### config.mk
export PLATFORM = sky130hd
export DESIGN_NAME = mul32_seq_ctrl_flat
export DESIGN_NICKNAME = d
export VERILOG_FILES = /design/src/rtl/mul32_seq_ctrl_if.sv /design/src/rtl/mul32_seq_ctrl.sv /design/src/flat_wrapper.sv
export SDC_FILE = /design/constraint.sdc
export NUM_CORES = 1
export LEC_CHECK = 0
export CAP_MARGIN = 25
export CORE_UTILIZATION = 50
export CTS_CLUSTER_SIZE = 10
export DETAILED_ROUTE_END_ITERATION = 7
export HOLD_SLACK_MARGIN = 0.05
export PLACE_DENSITY = 0.76
export SLEW_MARGIN = 20
export SYNTH_ARGS = -nofsm -noshare
export SYNTH_HDL_FRONTEND = slang
export SYNTH_SLANG_ARGS = --single-unit
export TNS_END_PERCENT = 30
### constraint.sdc
create_clock -name clk -period 4.5 [get_ports clk]
set_clock_uncertainty 0.15 [all_clocks]
set_input_delay 0.45 -clock clk [delete_from_list [all_inputs] [get_ports clk]]
set_output_delay 0.45 -clock clk [all_outputs]
set_load 0.01 [all_outputs]
### src/rtl/mul32_seq_ctrl_if.sv
// Request/response and Dadda-multiplier signals of the sequential RV32M multiply controller.
// The slave side is the controller. The master side is the ALU operand mux plus the Dadda array.
interface mul32_seq_ctrl_if #(
  parameter int HALF_W = 16
);
  logic                  start;
  logic [1:0]            op;
  logic [2*HALF_W-1:0]   rs1;
  logic [2*HALF_W-1:0]   rs2;
  logic                  busy;
  logic                  done;
  logic [2*HALF_W-1:0]   result;
  logic [HALF_W-1:0]     dadda_a;
  logic [HALF_W-1:0]     dadda_b;
  logic [2*HALF_W-1:0]   dadda_y;

  modport master (
    output start, op, rs1, rs2, dadda_y,
    input  busy, done, result, dadda_a, dadda_b
  );

  modport slave (
    input  start, op, rs1, rs2, dadda_y,
    output busy, done, result, dadda_a, dadda_b
  );
endinterface

### src/rtl/mul32_seq_ctrl.sv
// Multi-cycle RV32M MUL/MULH/MULHSU/MULHU sequencer around an external 16x16 unsigned Dadda array.
// The operand magnitudes are fed in four half-word pairs. The partial products are summed, then sign-fixed.
module mul32_seq_ctrl #(
  parameter int HALF_W = 16
) (
  input  logic                 clk,
  input  logic                 rst_n,
  mul32_seq_ctrl_if.slave      bus
);
  localparam int W = 2 * HALF_W;
  localparam int P = 2 * W;

  typedef enum logic [1:0] {
    OP_MUL    = 2'b00,
    OP_MULH   = 2'b01,
    OP_MULHSU = 2'b10,
    OP_MULHU  = 2'b11
  } op_e;

  typedef enum logic [2:0] {
    S_IDLE,
    S_PP0,
    S_PP1,
    S_PP2,
    S_PP3,
    S_FIX
  } state_e;

  state_e            state, state_nxt;
  op_e               op_q;
  logic [W-1:0]      a_q, b_q;
  logic              neg_q;
  logic [P-1:0]      acc;
  logic              busy_q, done_q;
  logic [W-1:0]      result_q;

  op_e               op_in;
  logic              rs1_neg, rs2_neg;
  logic [W-1:0]      rs1_mag, rs2_mag;
  logic [HALF_W-1:0] dadda_a_c, dadda_b_c;
  logic [P-1:0]      pp_shifted;
  logic [P-1:0]      prod;

  // Only the operands that the op treats as signed are folded to a magnitude.
  // The magnitude of 0x80000000 is 0x80000000 itself.
  assign op_in   = op_e'(bus.op);
  assign rs1_neg = ((op_in == OP_MULH) || (op_in == OP_MULHSU)) && bus.rs1[W-1];
  assign rs2_neg = (op_in == OP_MULH) && bus.rs2[W-1];
  assign rs1_mag = rs1_neg ? -bus.rs1 : bus.rs1;
  assign rs2_mag = rs2_neg ? -bus.rs2 : bus.rs2;
  assign prod    = neg_q ? -acc : acc;

  // NOTE: every signal written here gets a default first, so no path can infer a latch.
  always_comb begin
    state_nxt  = state;
    dadda_a_c  = '0;
    dadda_b_c  = '0;
    pp_shifted = '0;
    case (state)
      S_IDLE: if (bus.start) state_nxt = S_PP0;
      S_PP0: begin
        dadda_a_c  = a_q[HALF_W-1:0];
        dadda_b_c  = b_q[HALF_W-1:0];
        pp_shifted = {{W{1'b0}}, bus.dadda_y};
        state_nxt  = S_PP1;
      end
      S_PP1: begin
        dadda_a_c  = a_q[HALF_W-1:0];
        dadda_b_c  = b_q[W-1:HALF_W];
        pp_shifted = {{W{1'b0}}, bus.dadda_y} << HALF_W;
        state_nxt  = S_PP2;
      end
      S_PP2: begin
        dadda_a_c  = a_q[W-1:HALF_W];
        dadda_b_c  = b_q[HALF_W-1:0];
        pp_shifted = {{W{1'b0}}, bus.dadda_y} << HALF_W;
        state_nxt  = S_PP3;
      end
      S_PP3: begin
        dadda_a_c  = a_q[W-1:HALF_W];
        dadda_b_c  = b_q[W-1:HALF_W];
        pp_shifted = {bus.dadda_y, {W{1'b0}}};
        state_nxt  = S_FIX;
      end
      S_FIX:   state_nxt = S_IDLE;
      default: state_nxt = S_IDLE;
    endcase
  end

  // NOTE: sequential state uses non-blocking assignments so every register samples pre-edge values.
  always_ff @(posedge clk or negedge rst_n) begin
    if (!rst_n) state <= S_IDLE;
    else        state <= state_nxt;
  end

  // Operand and accumulator registers are reset as well. A reset in mid-operation then leaves no stale partial sum.
  always_ff @(posedge clk or negedge rst_n) begin
    if (!rst_n) begin
      op_q     <= OP_MUL;
      a_q      <= '0;
      b_q      <= '0;
      neg_q    <= 1'b0;
      acc      <= '0;
      busy_q   <= 1'b0;
      done_q   <= 1'b0;
      result_q <= '0;
    end else begin
      done_q <= 1'b0;
      busy_q <= (state_nxt != S_IDLE);
      case (state)
        S_IDLE: if (bus.start) begin
          op_q  <= op_in;
          a_q   <= rs1_mag;
          b_q   <= rs2_mag;
          neg_q <= rs1_neg ^ rs2_neg;
          acc   <= '0;
        end
        S_PP0, S_PP1, S_PP2, S_PP3: acc <= acc + pp_shifted;
        S_FIX: begin
          result_q <= (op_q == OP_MUL) ? prod[W-1:0] : prod[P-1:W];
          done_q   <= 1'b1;
        end
        default: ;
      endcase
    end
  end

  assign bus.busy    = busy_q;
  assign bus.done    = done_q;
  assign bus.result  = result_q;
  assign bus.dadda_a = dadda_a_c;
  assign bus.dadda_b = dadda_b_c;
endmodule
### src/flat_wrapper.sv
// flat-port wrapper written by rule: the top's interface ports become plain ports
module mul32_seq_ctrl_flat 
#(
  parameter int HALF_W = 16
)
  (clk, rst_n, bus_start, bus_op, bus_rs1, bus_rs2, bus_dadda_y, bus_busy, bus_done, bus_result, bus_dadda_a, bus_dadda_b);
  mul32_seq_ctrl_if #(.HALF_W(HALF_W)) bus_i ();
  input  logic clk;
  input  logic rst_n;
  input wire logic [$bits(bus_i.start)-1:0] bus_start;
  input wire logic [$bits(bus_i.op)-1:0] bus_op;
  input wire logic [$bits(bus_i.rs1)-1:0] bus_rs1;
  input wire logic [$bits(bus_i.rs2)-1:0] bus_rs2;
  input wire logic [$bits(bus_i.dadda_y)-1:0] bus_dadda_y;
  output wire logic [$bits(bus_i.busy)-1:0] bus_busy;
  output wire logic [$bits(bus_i.done)-1:0] bus_done;
  output wire logic [$bits(bus_i.result)-1:0] bus_result;
  output wire logic [$bits(bus_i.dadda_a)-1:0] bus_dadda_a;
  output wire logic [$bits(bus_i.dadda_b)-1:0] bus_dadda_b;
  assign bus_i.start = bus_start;
  assign bus_i.op = bus_op;
  assign bus_i.rs1 = bus_rs1;
  assign bus_i.rs2 = bus_rs2;
  assign bus_i.dadda_y = bus_dadda_y;
  assign bus_busy = bus_i.busy;
  assign bus_done = bus_i.done;
  assign bus_result = bus_i.result;
  assign bus_dadda_a = bus_i.dadda_a;
  assign bus_dadda_b = bus_i.dadda_b;
  mul32_seq_ctrl #(.HALF_W(HALF_W)) u_core (.clk(clk), .rst_n(rst_n), .bus(bus_i));
endmodule
### After elaboration in Yosys (flattened, before gate mapping)

Cells that the tools add are included.
Widths: inputs -> output; s select.

* $add $sub $neg: 4
* $mul: 0
* divide/modulo/power cells: 0
* order comparisons: 0
* equality and inequality tests: 8
* shift operators: 0
* multiplexer cells: 12
* bitwise gates (word level): 1
* reduce and logical (&&, ||, !) cells: 15

Operators with widths (number)
* $pmux 64 s3: 1
* $mux 64: 2
* $pmux 64 s2: 1
* $mux 32: 3
* $add 64x64->64: 1
* $neg 32->32: 2
* $neg 64->64: 1
* $pmux 16 s2: 2
* $pmux 3 s5: 1
* $reduce_or 2->1: 5
* $eq 3x2->1 const B: 2
* $eq 3x3->1 const B: 2
* $reduce_and 2->1: 2
* $reduce_or 4->1: 1
* $eq 3x1->1 const B: 1
* $logic_not 3->1: 1
* $mux 3: 1
* $reduce_bool 3->1: 1
* $eq 2x1->1 const B: 1
* $eq 2x2->1 const B: 1
* $logic_and 1x1->1: 2
* $logic_not 2->1: 1
* $ne 2x2->1 const B: 1
* $reduce_bool 2->1: 1
* 3 further kinds: 3

* flip-flop bits (word level): 168
* bits in latches: 0
* memory bits (writable): 0
* memory bits (read-only): 0
* bits of input ports: 101
* output and inout port bits: 66
* logic and storage cells: 49
* memories: 0

### Depth between registers and ports, before layout

* depth in word-level cells: 5
* depth in mapped cells: 17

### Worst setup path before layout

Ideal clock, no wire load.

* path kind: register to register
* start: register u_core.state[2]
* end: register u_core.acc[61]
* setup time: 0.131 ns
* data arrival time: 4.059 ns
* required time: 4.219 ns
* setup slack: 0.160 ns
* stages on the path, launching flop included: 16
* buffers on the path: 2
* clock period less this slack: 4.340 ns
* cells stage by stage: dfrtp_1 clkbuf_1 nor3b_1 clkbuf_1 a22o_1 ha_1 a21o_1 o21bai_1 nor2b_1 a2111oi_0 a21oi_1 nor3_1 o31ai_1 a41oi_1 nor4b_1 nor3_1

* cells in the longest elaborated chain, start to end: 5

Ends and longest elaborated chain
* start, declared: RTL line mul32_seq_ctrl.sv:29 `state_e state, state_nxt;`
* start signal, assigned: RTL line mul32_seq_ctrl.sv:93 `else state <= state_nxt;`
* $eq 3x2->1: RTL line mul32_seq_ctrl.sv:59, mul32_seq_ctrl.sv:110
* $reduce_or 2->1 (no line)
* $pmux 64 s3: RTL line mul32_seq_ctrl.sv:59 `case (state)`
* $add 64x64->64: RTL line mul32_seq_ctrl.sv:118 `S_PP0, S_PP1, S_PP2, S_PP3: acc <= acc + pp_shifted;`
* $pmux 64 s2: RTL line mul32_seq_ctrl.sv:110 `case (state)`
* end signal, assigned: RTL line mul32_seq_ctrl.sv:118
* end, declared: RTL line mul32_seq_ctrl.sv:33 `logic [P-1:0] acc;`

Several ways; a longest one is shown, not always the timed one.
A chain may end at the register's enable or synchronous reset.

### Final worst setup path

* start: register u_core.state[2]
* end: register u_core.acc[62]

The elaborated chain is that of the path after synthesis.

==> results.md <==
* Min Tclk post-route at 4.24 ns
* Type of destination of the critical path: register
* Mapped Avg Cell Area at 7.98 um2
* Synth area leader: dfrtp_1
* Share of cells above drive strength 1 at 0.0796
* Vias in the first global route at 12715
* ANT cells at 0
* MaxCap Viol Count at 0
* FFs w/ async S/R, synth at 1.00
* Detailed-route DRC error count at 0
* Nets at 2027
* Library cells used by synthesis at 77
* Util after Layout at 0.617
* Die X at 167 um
* Synthesized area at 13600 um2
* Comb pwr share at 0.635
* Seq/Total Area, Yosys at 0.309
* Area post-placement at 15800 um2
* Starting Density at 0.508
* Synth top area cells: dfrtp_1, o21ai_0, xnor2_1
* Syn nets at 1875
* Setup Viol. Count Final at 0
* Total CTS buffers at 17
* Final Non-Filler Cells at 2212
* Status: finished clean
* Sequential Power Share at 0.242
* Area delta synth->final at 21.4%
* Routed len/inst at 20.3 um
* Worst Hold Class: register to register
* Area used by multi-input combinational logic at 8900 um2
* Startpoint types: register
* Die Ht at 167 um
* Post-CTS Setup Repair Bufs at 0
* FMAX at 236 MHz
* CTS Root Cell: clkbuf_16
* R2R depth at 17
* Leak pwr at 0.00715 uW
* Max VDD drop at 0.397 mV
* Most frequent cell on the critical path: buf_4
* Sink Count at 168
* # rows at 60
* IO Pins at 167
* First-pass GRT wire length at 70700 um
* CP peak stage delay at 0.45 ns
* Slew HR at 0.428
* Slew Limit Fails at 0
* FF-to-FF Start: u_core.state[2]
* Setup_tns at 0 ns
* Pre-Repair DR Iteration Count at 7
* Switching share of power at 0.488
* Number of enable flip-flop cells after synthesis at 0
* Crit share post-route at 0.942
* Total vias in the final route at 13526
* Gr usage total at 0.325
* Primary FF master, synth: dfrtp_1
* Hold path depth at 2
* Pwr Density at 748 nW/um2
* Worst-path fanout max at 32
* Iteration-0 DRC Markers at 1040
* Worst Hold Path EP: u_core.bus.result[11]
* Die area at 27900 um2
* Core ar. at 26800 um2
* Worst-Margin Slew at 0.855 ns
* Crit path DAT at 4.39 ns
* RR Endpoint: u_core.acc[62]
* Crit-path cells: buf_4 -> nor3b_2 -> buf_12 -> and2_1 -> ha_1 -> fa_1 -> a211oi_2 -> o21a_1 -> o21ai_1 -> o211ai_1 -> nand2_1 -> a2111oi_2 -> buf_4 -> o31ai_1 -> a221oi_1 -> xor2_1 -> o21ai_0
* Initial antenna violation count at 0
* Hpwl dp at 35000 um
* Crit Path Category: register to register
* Buffers on Ports at 166
* Final hold violation count at 0
* Top cell type's share of synthesized area at 0.309
* Placed insts at 2178
* Design internal power at 6330 uW
* Warnings from Yosys at 0
* Routed Antenna Nets at 0
* CTS max path bufs at 2
* Top-count cell post-synth: o21ai_0
* FILL cells at 2424
* H-tree lvl count at 4
* Seq. cell area at 4200 um2
* GP Congestion at 1.03
* Cell area after layout at 16500 um2
* Hold Path Origin: u_core.bus.result[11]
* Vias/cell at 6.11
* Largest net degree at the start of global routing at 102
* Slowest CP cell: fa_1
* Most instantiated cells after synthesis: o21ai_0, nand2_1, dfrtp_1, a21oi_1, xnor2_1
* WP data required at 4.65 ns
* TritonCTS clock tree: done
* Seq cells post-synth at 168
* Cells after Synth at 1706
* Flop-to-flop setup slack at 0.26 ns
* Net switching power at 6040 uW
* Worst-path clk slew at 0.09 ns
* Clk pwr share at 0.123
* Clk Latency, worst-skew pair at 0.45 ns
* Grt total ovfl at 0
* Final wirelength at 44900 um
==> power by group through the flow <==
stage                     clock (uW)  sequential [uW]  combinational (uW)
after floorplan                    0             2790                5040
after global placement             0             2960                7650
after detailed placement           0             2980                7710
after CTS                       1540             2960                7750
after global routing            1600             3070                8610
final                           1530             2990                7840
==> layer usage <==
metal,global-route usage,part of all wire,vias up
met4,0.152,0.044,0
met3,0.0359,0.065,103
met2,0.527,0.46,537
met1,0.433,0.43,6408
met5,0,0,-
li1,-,-,6478
==> sequential cells by signal, indices dropped and copies added, names as in the netlist <==
signal,count
u_core.state,3
u_core.op_q,2
u_core.neg_q,1
u_core.bus.busy,1
u_core.b_q,32
u_core.acc,64
u_core.a_q,32
u_core.bus.result,32
u_core.bus.done,1
==> worst max-delay path, delay by kind of cell, from the launching register on <==
kind	cells	cell delay (ns)
AOI/OAI and AO/OA	8	1.79
DFF	1	0.39
xor gates and xnor gates	1	0.16
buffers and inverters	3	0.51
and+or+nand+nor	3	0.42
adders and majority gates	2	0.66
==> through the flow <==
stage / setup WS [ns] / hold WS, ns / power [uW]
3_5_place_dp: -0.00416 / 0.315 / 10700
2_1_floorplan: 0.160 / 0.00441 / 7830
3_3_place_gp: 0.00748 / 0.311 / 10600
6_report: 0.261 / 0.330 / 12400
4_1_cts: 0.0403 / 0.336 / 12200
5_1_grt: -0.0432 / 0.351 / 13300
==> cell usage in the layout (no fill, tap or decap), drive strengths merged, types with 7 or more instances in the layout <==
cell type and count:
xor2 68, nor3 26, nand4 18, o21ai 227
o21a 7, or4 12, and2 36, o21bai 11
xnor2 101, ha 67, o31ai 21, inv 40
clkinv 8, or3 24, o41ai 10, nand2b 13
a31oi 16, nor2 97, buf 75, nor2b 13
a21oi 121, nor4 20, nand3 62, a21o 41
and3 15, a22o 66, or2 12, clkbuf 17
nand2 211, clkdlybuf4s50 165, dfrtp 168, a211oi 10
==> layout make-up <==
cell class	count	area share
clock buffer	17	0.0257
clock inverter	15	0.0106
inverter	34	0.00772
multi-input combinational	1396	0.538
sequential	168	0.254
tap	341	0.0258
timing repair buffer	241	0.138
==> logic make-up (layout without fill, tap and decap cells) <==
| logic type | after synthesis | after routing | synth area share |
|---|---|---|---|
| AOI/OAI and AO/OA | 579 | 579 | 0.267 |
| xor gates and xnor gates | 169 | 169 | 0.109 |
| adders and majority gates | 68 | 68 | 0.0631 |
| buffers and inverters | 142 | 307 | 0.0437 |
| DFF | 168 | 168 | 0.309 |
| muxes | 4 | 4 | 0.00294 |
| and+or+nand+nor | 576 | 576 | 0.206 |
==> what timing repair did <==
| item | CTS | global route |
|---|---|---|
| pin swaps | 0 | 1 |
| endpoints found under the setup margin | 1 | 10 |
| hold buffers | 1 | 0 |
| endpoints found under the hold margin | 47 | 0 |
| gates resized for setup | 1 | 11 |
==> worst max-delay path by stage <==
stage / start / end / slack (ns)
6_report: u_core.state[2] / u_core.acc[62] / 0.26
5_1_grt: u_core.state[2] / u_core.acc[63] / -0.04
4_1_cts: u_core.state[2] / u_core.acc[62] / 0.04
3_5_place_dp: bus_dadda_y[0] / u_core.acc[62] / -0.004
3_3_place_gp: bus_dadda_y[0] / u_core.acc[62] / 0.007
2_1_floorplan: u_core.state[2] / u_core.acc[61] / 0.16
(Power assumes the default switching activity.)
